$ cat src/rtl/cpu_run_ctrl_pkg.sv
// Shared definitions for the CPU run controller: command/report codes,
// FSM states and the breakpoint slot layout.
package cpu_run_ctrl_pkg;

  localparam int NBP = 4;
  localparam int BP_IW = $clog2(NBP);

  typedef enum logic [1:0] {
    OP_STEP  = 2'd0,
    OP_RUN   = 2'd1,
    OP_HALT  = 2'd2,
    OP_BP_WR = 2'd3
  } op_e;

  typedef enum logic [1:0] {
    RC_STEP_DONE = 2'd0,
    RC_BP_HIT    = 2'd1,
    RC_HALTED    = 2'd2
  } rpt_code_e;

  typedef enum logic [2:0] {
    ST_IDLE = 3'd0,
    ST_HI   = 3'd1,
    ST_LO   = 3'd2,
    ST_CHK  = 3'd3,
    ST_RPT  = 3'd4
  } state_e;

  typedef struct packed {
    logic [29:0] waddr;
    logic        en;
  } bp_slot_t;

  // BP_WR payload: [31:2] word address, [0] enable; bit 1 is ignored.
  function automatic bp_slot_t decode_bp(input logic [31:0] arg);
    bp_slot_t s;
    s.waddr = arg[31:2];
    s.en    = arg[0];
    return s;
  endfunction

endpackage

$ cat src/rtl/cpu_run_ctrl_if.sv
// Command and stop-report handshakes between the debug command processor
// (master) and the run controller (slave).
interface cpu_run_ctrl_if;
  logic        cmd_vld;
  logic        cmd_rdy;
  logic [1:0]  cmd_op;
  logic [1:0]  cmd_idx;
  logic [31:0] cmd_arg;
  logic        rpt_vld;
  logic        rpt_rdy;
  logic [1:0]  rpt_code;
  logic [31:0] rpt_pc;

  modport master (
    output cmd_vld, cmd_op, cmd_idx, cmd_arg, rpt_rdy,
    input  cmd_rdy, rpt_vld, rpt_code, rpt_pc
  );

  modport slave (
    input  cmd_vld, cmd_op, cmd_idx, cmd_arg, rpt_rdy,
    output cmd_rdy, rpt_vld, rpt_code, rpt_pc
  );
endinterface

$ cat src/rtl/cpu_run_ctrl_bp_match.sv
// Breakpoint slot registers with a parallel word-address comparator;
// o_hit is high when any enabled slot matches the presented word address.
module bp_match
  import cpu_run_ctrl_pkg::*;
(
  input  logic             clk,
  input  logic             rst,
  input  logic             i_wr_en,
  input  logic [BP_IW-1:0] i_wr_idx,
  input  bp_slot_t         i_wr_slot,
  input  logic [29:0]      i_npc_w,
  output logic             o_hit
);

  logic [NBP-1:0] w_slot_hit;

  generate
    for (genvar gi = 0; gi < NBP; gi++) begin : g_slot
      bp_slot_t r_slot;

      always_ff @(posedge clk or posedge rst) begin
        if (rst) begin
          r_slot <= '0;
        end else if (i_wr_en && (i_wr_idx == BP_IW'(gi))) begin
          r_slot <= i_wr_slot;
        end
      end

      assign w_slot_hit[gi] = r_slot.en && (r_slot.waddr == i_npc_w);
    end
  endgenerate

  assign o_hit = |w_slot_hit;

endmodule

$ cat src/rtl/cpu_run_ctrl.sv
// Gated CPU clock controller with STEP/RUN/HALT and 4 PC breakpoints.
// Optional cycle counter enabled by defining CPU_RUN_CTRL_CYCCNT_EN.
module cpu_run_ctrl
  import cpu_run_ctrl_pkg::*;
#(
  parameter int HALF = 2
) (
  input  logic                 clk,
  input  logic                 rst,
  cpu_run_ctrl_if.slave        bus,
  input  logic [31:0]          npc,
  input  logic                 pc_chk,
  output logic                 clk_cpu,
  output logic                 running,
  output logic [31:0]          cyc_cnt
);

  localparam int CW = (HALF > 1) ? $clog2(HALF) : 1;
  localparam logic [CW-1:0] CNT_LOAD = CW'(HALF - 1);

  state_e         r_state;
  state_e         w_state_next;
  rpt_code_e      w_rpt_code_next;
  logic [CW-1:0]  r_cnt;
  logic           r_run_mode;
  logic           r_halt_pend;
  logic           r_clk_cpu;
  logic [1:0]     r_rpt_code;
  logic [31:0]    r_rpt_pc;
  logic           w_cmd_rdy;
  logic           w_cmd_acc;
  logic           w_bp_hit;
  logic           w_rpt_entry;
  logic           w_phase_entry;
  logic           w_unused_bits;

  assign w_cmd_acc     = bus.cmd_vld && w_cmd_rdy;
  assign w_rpt_entry   = (w_state_next == ST_RPT) && (r_state != ST_RPT);
  assign w_phase_entry = (w_state_next != r_state) &&
                         ((w_state_next == ST_HI) || (w_state_next == ST_LO));
  assign w_unused_bits = &{1'b0, npc[1:0]};

  bp_match u_bp_match (
    .clk       (clk),
    .rst       (rst),
    .i_wr_en   (w_cmd_acc && (bus.cmd_op == OP_BP_WR)),
    .i_wr_idx  (bus.cmd_idx),
    .i_wr_slot (decode_bp(bus.cmd_arg)),
    .i_npc_w   (npc[31:2]),
    .o_hit     (w_bp_hit)
  );

  always_ff @(posedge clk or posedge rst) begin
    if (rst) begin
      r_state <= ST_IDLE;
    end else begin
      r_state <= w_state_next;
    end
  end

  always_comb begin
    w_state_next    = r_state;
    w_rpt_code_next = RC_STEP_DONE;
    case (r_state)
      ST_IDLE: begin
        if (w_cmd_acc) begin
          case (bus.cmd_op)
            OP_STEP, OP_RUN: w_state_next = ST_HI;
            OP_HALT: begin
              w_state_next    = ST_RPT;
              w_rpt_code_next = RC_HALTED;
            end
            default: w_state_next = ST_IDLE;
          endcase
        end
      end
      ST_HI: begin
        if (r_cnt == '0) w_state_next = ST_LO;
      end
      ST_LO: begin
        if (r_cnt == '0) w_state_next = r_run_mode ? ST_CHK : ST_RPT;
      end
      ST_CHK: begin
        // A pending halt outranks a breakpoint seen in the same check slot.
        if (r_halt_pend) begin
          w_state_next    = ST_RPT;
          w_rpt_code_next = RC_HALTED;
        end else if (pc_chk && w_bp_hit) begin
          w_state_next    = ST_RPT;
          w_rpt_code_next = RC_BP_HIT;
        end else begin
          w_state_next = ST_HI;
        end
      end
      ST_RPT: begin
        if (bus.rpt_rdy) w_state_next = ST_IDLE;
      end
      default: w_state_next = ST_IDLE;
    endcase
  end

  always_comb begin
    w_cmd_rdy = 1'b0;
    if (!rst) begin
      case (r_state)
        ST_IDLE:               w_cmd_rdy = 1'b1;
        ST_HI, ST_LO, ST_CHK:  w_cmd_rdy = (bus.cmd_op == OP_HALT) ||
                                           (bus.cmd_op == OP_BP_WR);
        default:               w_cmd_rdy = 1'b0;
      endcase
    end
  end

  assign bus.cmd_rdy  = w_cmd_rdy;
  assign bus.rpt_vld  = (r_state == ST_RPT);
  assign bus.rpt_code = r_rpt_code;
  assign bus.rpt_pc   = r_rpt_pc;
  assign running      = (r_state != ST_IDLE) && (r_state != ST_RPT);
  assign clk_cpu      = r_clk_cpu;

  // clk_cpu is registered from the next state so it is glitch-free and
  // aligned with the HI state.
  always_ff @(posedge clk or posedge rst) begin
    if (rst) begin
      r_cnt       <= '0;
      r_run_mode  <= 1'b0;
      r_halt_pend <= 1'b0;
      r_clk_cpu   <= 1'b0;
      r_rpt_code  <= 2'd0;
      r_rpt_pc    <= 32'd0;
    end else begin
      r_clk_cpu <= (w_state_next == ST_HI);

      if (w_phase_entry) begin
        r_cnt <= CNT_LOAD;
      end else if (r_cnt != '0) begin
        r_cnt <= r_cnt - CW'(1);
      end

      if ((r_state == ST_IDLE) && w_cmd_acc) begin
        r_run_mode <= (bus.cmd_op == OP_RUN);
      end

      if (w_rpt_entry) begin
        r_halt_pend <= 1'b0;
      end else if (w_cmd_acc && (bus.cmd_op == OP_HALT) && (r_state != ST_IDLE)) begin
        r_halt_pend <= 1'b1;
      end

      if (w_rpt_entry) begin
        r_rpt_code <= w_rpt_code_next;
        r_rpt_pc   <= npc;
      end
    end
  end

`ifdef CPU_RUN_CTRL_CYCCNT_EN
  logic [31:0] r_cyc_cnt;

  always_ff @(posedge clk or posedge rst) begin
    if (rst) begin
      r_cyc_cnt <= 32'd0;
    end else if ((w_state_next == ST_HI) && (r_state != ST_HI) && (r_cyc_cnt != '1)) begin
      r_cyc_cnt <= r_cyc_cnt + 32'd1;
    end
  end

  assign cyc_cnt = r_cyc_cnt;
`else
  assign cyc_cnt = 32'd0;
`endif

endmodule

$ cat src/flat_wrapper.sv
// flat-port wrapper written by rule: the top's interface ports become plain ports
module cpu_run_ctrl_flat import cpu_run_ctrl_pkg::*;
#(
  parameter int HALF = 2
)
  (clk, rst, npc, pc_chk, clk_cpu, running, cyc_cnt, bus_cmd_vld, bus_cmd_op, bus_cmd_idx, bus_cmd_arg, bus_rpt_rdy, bus_cmd_rdy, bus_rpt_vld, bus_rpt_code, bus_rpt_pc);
  cpu_run_ctrl_if bus_i ();
  input  logic clk;
  input  logic rst;
  input  logic [31:0] npc;
  input  logic pc_chk;
  output logic clk_cpu;
  output logic running;
  output logic [31:0] cyc_cnt;
  input wire logic [$bits(bus_i.cmd_vld)-1:0] bus_cmd_vld;
  input wire logic [$bits(bus_i.cmd_op)-1:0] bus_cmd_op;
  input wire logic [$bits(bus_i.cmd_idx)-1:0] bus_cmd_idx;
  input wire logic [$bits(bus_i.cmd_arg)-1:0] bus_cmd_arg;
  input wire logic [$bits(bus_i.rpt_rdy)-1:0] bus_rpt_rdy;
  output wire logic [$bits(bus_i.cmd_rdy)-1:0] bus_cmd_rdy;
  output wire logic [$bits(bus_i.rpt_vld)-1:0] bus_rpt_vld;
  output wire logic [$bits(bus_i.rpt_code)-1:0] bus_rpt_code;
  output wire logic [$bits(bus_i.rpt_pc)-1:0] bus_rpt_pc;
  assign bus_i.cmd_vld = bus_cmd_vld;
  assign bus_i.cmd_op = bus_cmd_op;
  assign bus_i.cmd_idx = bus_cmd_idx;
  assign bus_i.cmd_arg = bus_cmd_arg;
  assign bus_i.rpt_rdy = bus_rpt_rdy;
  assign bus_cmd_rdy = bus_i.cmd_rdy;
  assign bus_rpt_vld = bus_i.rpt_vld;
  assign bus_rpt_code = bus_i.rpt_code;
  assign bus_rpt_pc = bus_i.rpt_pc;
  cpu_run_ctrl #(.HALF(HALF)) u_core (.clk(clk), .rst(rst), .bus(bus_i), .npc(npc), .pc_chk(pc_chk), .clk_cpu(clk_cpu), .running(running), .cyc_cnt(cyc_cnt));
endmodule
$ cat config.mk
export PLATFORM = sky130hd
export DESIGN_NAME = cpu_run_ctrl_flat
export DESIGN_NICKNAME = d
export VERILOG_FILES = /design/src/rtl/cpu_run_ctrl_pkg.sv /design/src/rtl/cpu_run_ctrl_if.sv /design/src/rtl/cpu_run_ctrl_bp_match.sv /design/src/rtl/cpu_run_ctrl.sv /design/src/flat_wrapper.sv
export SDC_FILE = /design/constraint.sdc
export NUM_CORES = 1
export LEC_CHECK = 0
export ABC_AREA = 1
export CELL_PAD_IN_SITES_DETAIL_PLACEMENT = 2
export CELL_PAD_IN_SITES_GLOBAL_PLACEMENT = 2
export CORE_ASPECT_RATIO = 0.9
export CORE_MARGIN = 2
export CORE_UTILIZATION = 30
export DETAILED_ROUTE_END_ITERATION = 7
export PLACE_DENSITY = 0.91
export SYNTH_ARGS = -nofsm -noshare
export SYNTH_HDL_FRONTEND = slang
export SYNTH_SLANG_ARGS = --single-unit
$ cat constraint.sdc
create_clock -name clk -period 8.6 [get_ports clk]
set_input_delay 1.72 -clock clk [delete_from_list [all_inputs] [get_ports clk]]
set_output_delay 1.72 -clock clk [all_outputs]
set_load 0.01 [all_outputs]
* After elaboration in Yosys (flattened, before gate mapping)
Cells that the tools add are included.
** Storage, ports and cells
- Flip-flop bits (word level) :: 165
- Bits of input ports :: 73
** Operators by class
- $add $sub $neg :: 1
- Eq/ne operators :: 19
- Muxes and demuxes :: 20
- Reduce and logical (&&, ||, !) cells :: 27
** Operators with widths (number)
- 30-bit equality test :: 4
- 3-bit 2-to-1 mux :: 7
- 1-bit logical AND :: 17
- 3-bit one-hot mux with 5 select lines :: 1
- 3-bit by 2-bit equality test with 1-bit output (second input constant) :: 3
- 2-bit equality test (second input constant) :: 4
- 3-bit by 1-bit equality test with 1-bit output (second input constant) :: 2
- 3-bit equality test (second input constant) :: 2
- 1-bit 2-to-1 mux :: 6
- 2-bit 2-to-1 mux :: 3
- 3-bit one-hot mux with 2 select lines :: 1
- 2-bit by 1-bit equality test with 1-bit output (second input constant) :: 2
- 2-bit logical NOT :: 2
- 2-bit one-hot mux with 2 select lines :: 1
- 4-bit OR reduction :: 1
- 3-bit logical NOT :: 1
- 3-bit inequality test :: 1
- 3-bit inequality test (second input constant) :: 1
- 3-bit nonzero test :: 1
- 3-bit OR reduction :: 1
- 1-bit logical OR :: 2
- 1-bit one-hot mux with 2 select lines :: 1
- 2-bit nonzero test :: 1
- 2-bit OR reduction :: 1
- 1-bit subtractor (second input constant) :: 1

* Longest topological paths before layout
Gate-level depths: netlist of run 1.
- Depth after elaboration :: 11
- Mapped depth :: 18

* Hierarchy
A second synthesis of run 1 with hierarchy kept.
** Second synthesis, totals
- Cell total of the unflattened synthesis :: 1224
- Area, all modules :: 8604.5 um^2
** Modules (own cells, without submodules)
- bp_match :: instances 1, cells an instance 974, area each 6567.5 um^2, seq. area each 3103.0 um^2
- cpu_run_ctrl :: instances 1, cells an instance 250, area each 2037.0 um^2, seq. area each 1026.0 um^2

* Worst setup path after synthesis of run 1
Ideal clock, no wire load.
- Path kind :: input -> output
- Start point :: in rst
- End point :: out bus_cmd_rdy
- Data arrival time :: 5.701 ns
- Slack :: 1.179 ns
- Cell stages on the path :: 3
- Cells stage by stage :: inv_1 nand2_1 a21oi_2
** Between the ends
- Word-level cells in the longest chain between the ends :: 1
** RTL lines
- start, declared :: RTL line flat_wrapper.sv:9 : input logic rst;
- 1-bit 2-to-1 mux :: RTL line cpu_run_ctrl.sv:104 : if (!rst) begin
- end, declared :: RTL line flat_wrapper.sv:20 : output wire logic [$bits(bus_i.cmd_rdy)-1:0] bus_cmd_rdy;
No other way between the ends.

* Worst setup path after layout of run 1
Same ends and word-level chain as after synthesis.

==> results of run 1 <==
where the power goes:
group          switching (mW)  internal, mW
clock network           0.354         0.450
logic                   0.621         0.414
registers               0.206          1.04
worst max-delay path: stages:
cell             delay, ns
clkdlybuf4s50_1       0.47
inv_6                 0.42
nand2_1               0.16
a21oi_2               0.16
clkdlybuf4s50_1       0.55
state kept, by name, summed over array words and instances, names as in the netlist:
register,count
u_core.clk_cpu,1
u_core.bus.rpt_pc,32
u_core.r_cnt,1
u_core.u_bp_match.g_slot.r_slot,124
u_core.r_state,3
u_core.bus.rpt_code,2
u_core.r_halt_pend,1
u_core.r_run_mode,1
synthesized netlist by cell type:
cell / instances
nand2_1: 481
dfrtp_1: 165
o21ai_0: 151
inv_1: 141
nor2_1: 94
buf_4: 32
o21ai_1: 32
clkbuf_1: 25
inv_2: 22
nand3_1: 11
xnor2_1: 8
buf_6: 4
nand2_2: 4
nor3_1: 4
o21ai_2: 4
a21oi_1: 3
nor2_2: 2
o31ai_1: 2
xor2_1: 2
a21oi_2: 1
and2_1: 1
and2_4: 1
buf_2: 1
clkbuf_2: 1
conb_1: 1
nand3_2: 1
nor3_2: 1
o22ai_1: 1
worst paths after layout:
kind | startpoint | end | slack [ns] | depth (start not counted)
worst max-delay path | rst | bus_cmd_rdy | 3.39 | 5
worst min-delay path | u_core.bus.rpt_code[1] | u_core.bus.rpt_code[1] | 0.48 | 2
worst max register to register | u_core.u_bp_match.g_slot[0].r_slot[8] | u_core.r_cnt | 5.49 | 16
worst min register to register | u_core.bus.rpt_code[1] | u_core.bus.rpt_code[1] | 0.48 | 2
max in group asynchronous | rst | u_core.u_bp_match.g_slot[3].r_slot[20] | 5.69 | 3
min in group asynchronous | rst | u_core.bus.rpt_pc[20] | 1.70 | 2
cell type report:
class                           instances  area, sq um  share of cell area [%]
Tap cell                              360        450.4                   4.303
Sequential cell                       165         4129                   39.45
Inverter                              163        616.8                   5.893
Antenna cell                            1        2.502                 0.02391
Multi-Input combinational cell        836         3525                   33.67
Timing Repair Buffer                  116         1144                   10.93
Clock buffer                           20        456.7                   4.363
Clock inverter                         12        143.9                   1.375
routing by layer:
layer	GRT usage, %	vias to the layer above
met5	0	-
met2	40.49	181
met3	3.814	35
li1	-	3790
met4	6.467	0
met1	28.62	4145
cells by family (layout without fill, tap and decap cells):
kind of cell / after synthesis / after routing / synth area share (%)
flops: 165 / 165 / 48.44
simple gates: 600 / 600 / 27.06
compound gates: 194 / 194 / 11.69
xor+xnor: 10 / 10 / 1.028
buf+inv: 226 / 311 / 11.74
other cells: 1 / 33 / 0.04400
stage by stage:
step	instances	util [%]	hold WS, ns
6_report	1673	37.47	0.4846
5_1_grt	1672	37.46	0.5154
4_1_cts	1672	37.46	0.4919
3_5_place_dp	1640	35.31	0.4768
3_3_place_gp	1640	35.31	0.4646
2_1_floorplan	1227	-	0.4530
==> metrics.txt, run 1 <==
max_slew headroom=47.08%; Resize count post-CTS=0; clk root buf=clkbuf_16; Synth top area share=48.44%; routed vias/inst=4.872; post-route clock skew=0.01470 ns; Iter 0 DRT Violations=378; Routed Antenna Nets=0; met3 routed WL=1264 um; Setup-failing EPs final=0; area delta synth->final=22.81%; synth top area cells=dfrtp_1 48%, nand2_1 21%, o21ai_0 8.9%, inv_1 6.2%, nor2_1 4.1%; hold crit path type=reg2reg; P per Cell Area=294.6 nW/um^2; die width=181.7 um; status=finished, final reports clean; CTS Buffer Depth=2; commonest cells after routing, fill and taps aside=479 x nand2_1, 165 x dfrtp_1, 151 x o21ai_0; routability cong.=0.8591; commonest non-fill, non-tap cell in the layout=nand2_1; fin worst setup slack=3.390 ns; sequential-to-total area share from yosys stat=48.44%; Slew Viols, Final=0; worst slew pin tran=0.7938 ns; number of distinct library cells after synthesis=28; Worst EP arrival=3.49 ns; largest net degree at the start of global routing=63; worst-skew pair later-pin latency=0.45 ns; Pleak=5.206 nW; Fmax achieved=0.1920 GHz; Die Area=29780 sq um; Design Power=3.084 mW; gr usage total=22.77%; synth warn=0; DR WL/cell=19.48 um; drt drc=0; max_cap viols=0; Crit. End Element=primary output; met2 routed WL=16420 um; via count=8151; Die Ht=163.9 um; share of cells above drive strength 1=6.021%; Syn Inst Count=1196; first-pass GRT wire length=51490 um; post-synth design cell area=8523 sq um; Total Nets Final=1372; clock sink count=165; CP Max Fanout=54; Critical Path RT=6.88 ns; Syn Area/Cell=7.126 sq um; unrepaired setup endpoints after global routing=no; CP Launch Type=primary input; Placement Rows=58; number of global-route vias before repair=9021; met1 wire length=14350 um; DR pass1 iterations=5; Setup CP Type=in2out; hold violation count in the final report=0; Worst IR Drop VDD=149.5 uV; total core area=27940 sq um; Num CTS Buffers=17; I/O pin cnt=143; antenna violations before repair=0; port bufs=109; Period minus WS final=5.210 ns; top sig layer=met4; part of the cycle the worst path needs=60.58%; HPWL Detailed=22690 um; CTS tree=done; final instance area=10470 sq um; Setup Fix Bufs, Post-CTS=0; Synth area leader=dfrtp_1; setup TNS=0 ns; CTS HTree Levels=4; FF+latch count, synth=165; placed inst area=9864 sq um; clk slew on worst S/H paths=0.07 ns; pre-CTS WS=3.316 ns; Initial Util=30.51%; post-cts hold buffer count=0; routed wire length=32590 um; fillcell total=3287; total gr overflow=0
No activity file was read; power rests on OpenSTA's default activity.
==> run 2: changes to the inputs <==
CORE_UTILIZATION = 27   (was 30)
PLACE_DENSITY = 0.87   (was 0.91)
clock period = 4.34 ns   (was 8.6 ns; I/O delays follow)
==> metrics.txt, run 2 (same netlist as run 1, synthesis figures left out) <==
die width=191.3 um; Setup Fix Bufs, Post-CTS=0; Crit. End Element=register; post-layout util=33.91%; clock sink count=165; P per Cell Area=567.8 nW/um^2; commonest cells after routing, fill and taps aside=479 x nand2_1, 165 x dfrtp_1, 151 x o21ai_0; number of global-route vias before repair=8587; unrepaired setup endpoints after global routing=no; part of the cycle the worst path needs=72.50%; cell-internal power=3.696 mW; post-cts hold buffer count=0; largest net degree at the start of global routing=166; hold depth=2; Fmax achieved=0.3178 GHz; DR pass1 iterations=4; Worst EP arrival=3.48 ns; total net switching power=2.271 mW; Placement Rows=61; Total Nets Final=1372; Iter 0 DRT Violations=377; Hold WS=0.4937 ns; Initial Util=27.51%; share of cells above drive strength 1=6.026%; CP Max Fanout=31; worst-skew pair later-pin latency=0.44 ns; routed vias/inst=4.622; CP Launch Point=npc[23]; routed wire length=31150 um; max_cap viols=0; post-route clock skew=0.01005 ns; reg2reg path depth=17; Routed Antenna Nets=0; antenna violations before repair=0; total core area=30990 sq um; CTS Buffer Depth=2; beginning of the worst register-to-register path=u_core.u_bp_match.g_slot[0].r_slot[8]; max_slew headroom=30.18%; Die Area=33010 sq um; Period minus WS final=3.147 ns; Resize count post-CTS=0; flop2flop setup slack=1.97 ns; Pleak=5.192 nW; CTS tree=done; DR WL/cell=18.11 um; diode count=0; Die Ht=172.6 um; clk slew on worst S/H paths=0.07 ns; commonest non-fill, non-tap cell in the layout=nand2_1; Worst IR Drop VDD=305.7 uV; Critical Path RT=4.68 ns; Setup CP Type=in2reg; Logic pwr share=33.7%; area delta synth->final=23.30%; Sequential Power Share=41.0%; hold crit path type=reg2reg; HPWL Detailed=22120 um; R2R Path End=u_core.r_cnt; clock power share=25.3%; clk root buf=clkbuf_16; status=finished, final reports clean; gr usage total=19.33%; Setup crit end=u_core.r_cnt; hold violation count in the final report=0; Num CTS Buffers=17; setup TNS=0 ns; I/O pin cnt=143; via count=7949; port bufs=109; routability cong.=0.8233; sw frac=38.06%; Setup-failing EPs final=0; CTS HTree Levels=4; Top reg by flops=u_core.u_bp_match.g_slot.r_slot; total gr overflow=0; CP Launch Type=primary input; drt drc=0; first-pass GRT wire length=48880 um; max reg flops=124; Slew Viols, Final=0; worst slew pin tran=1.047 ns
## run 2: changes by cell type in the layout (fill, tap and decap cells not counted)
| cell | previous run | this run |
|---|---|---|
| buf_12 | 0 | 1 |
| buf_4 | 7 | 6 |
| bufinv_16 | 2 | 1 |
| clkbuf_1 | 1 | 0 |
| clkbuf_8 | 2 | 1 |
| clkinv_4 | 2 | 5 |
| clkinvlp_4 | 2 | 4 |
| diode_2 | 1 | 0 |
| inv_6 | 5 | 3 |
| inv_8 | 1 | 0 |
| nand2_2 | 6 | 5 |
| nand2_4 | 0 | 1 |
## run 2: power groups by stage
stage	Clock [mW]	Sequential, mW	Combinational [mW]
global placement	0	2.42	1.91
CTS	1.55	2.45	2.05
detailed placement	0	2.46	2.01
floorplan	0	2.43	1.17
global route	1.60	2.52	2.30
finish	1.51	2.45	2.01
## run 2: worst min path at each step
stage,slack (ns),startpoint,end
floorplan,0.45,u_core.u_bp_match.g_slot[0].r_slot[8],u_core.u_bp_match.g_slot[0].r_slot[8]
detailed placement,0.48,u_core.u_bp_match.g_slot[0].r_slot[0],u_core.u_bp_match.g_slot[0].r_slot[0]
CTS,0.50,u_core.bus.rpt_pc[2],u_core.bus.rpt_pc[2]
global placement,0.46,u_core.bus.rpt_pc[1],u_core.bus.rpt_pc[1]
global route,0.52,u_core.bus.rpt_pc[9],u_core.bus.rpt_pc[9]
finish,0.49,u_core.bus.rpt_pc[9],u_core.bus.rpt_pc[9]
## run 2: layout make-up
cell class,instances,area [sq um]
Multi-Input combinational cell,836,3530
Clock inverter,13,127.6
Sequential cell,165,4129
Clock buffer,18,439.2
Tap cell,409,511.7
Fill cell,3700,20480
Inverter,163,615.6
Timing Repair Buffer,116,1156
## run 2: through the flow
| step | instances | power (mW) | instance area (sq um) | setup WS [ns] |
|---|---|---|---|---|
| finish | 1720 | 5.967 | 10510 | 1.193 |
| floorplan | 1227 | 3.600 | 8707 | -0.3187 |
| detailed placement | 1689 | 4.471 | 9942 | 0.8111 |
| global route | 1720 | 6.414 | 10510 | 1.013 |
| CTS | 1720 | 6.052 | 10510 | 1.211 |
| global placement | 1689 | 4.331 | 9942 | 0.8655 |
## run 2: layer usage
layer / up-vias / wire length, um / GRT usage (%)
li1: 3783 / - / -
met4: 0 / 671 / 5.929
met1: 3984 / 14740 / 26.47
met2: 149 / 14660 / 31.30
met5: - / 0 / 0
met3: 33 / 1081 / 3.024
## run 2: critical path, cell delays in order
cell and delay [ns]:
clkdlybuf4s50_1 0.56, inv_1 0.19, o21ai_0 0.28, nor2_1 0.10, nand2_1 0.09, nor2_1 0.07
nand2_1 0.06, nor2_1 0.04, nor2_1 0.17, nand2_2 0.13, nand3_2 0.10, nand2_2 0.07
nand2_2 0.08, buf_4 0.34, nand3_1 0.16, nor2_1 0.14, nor2_1 0.05
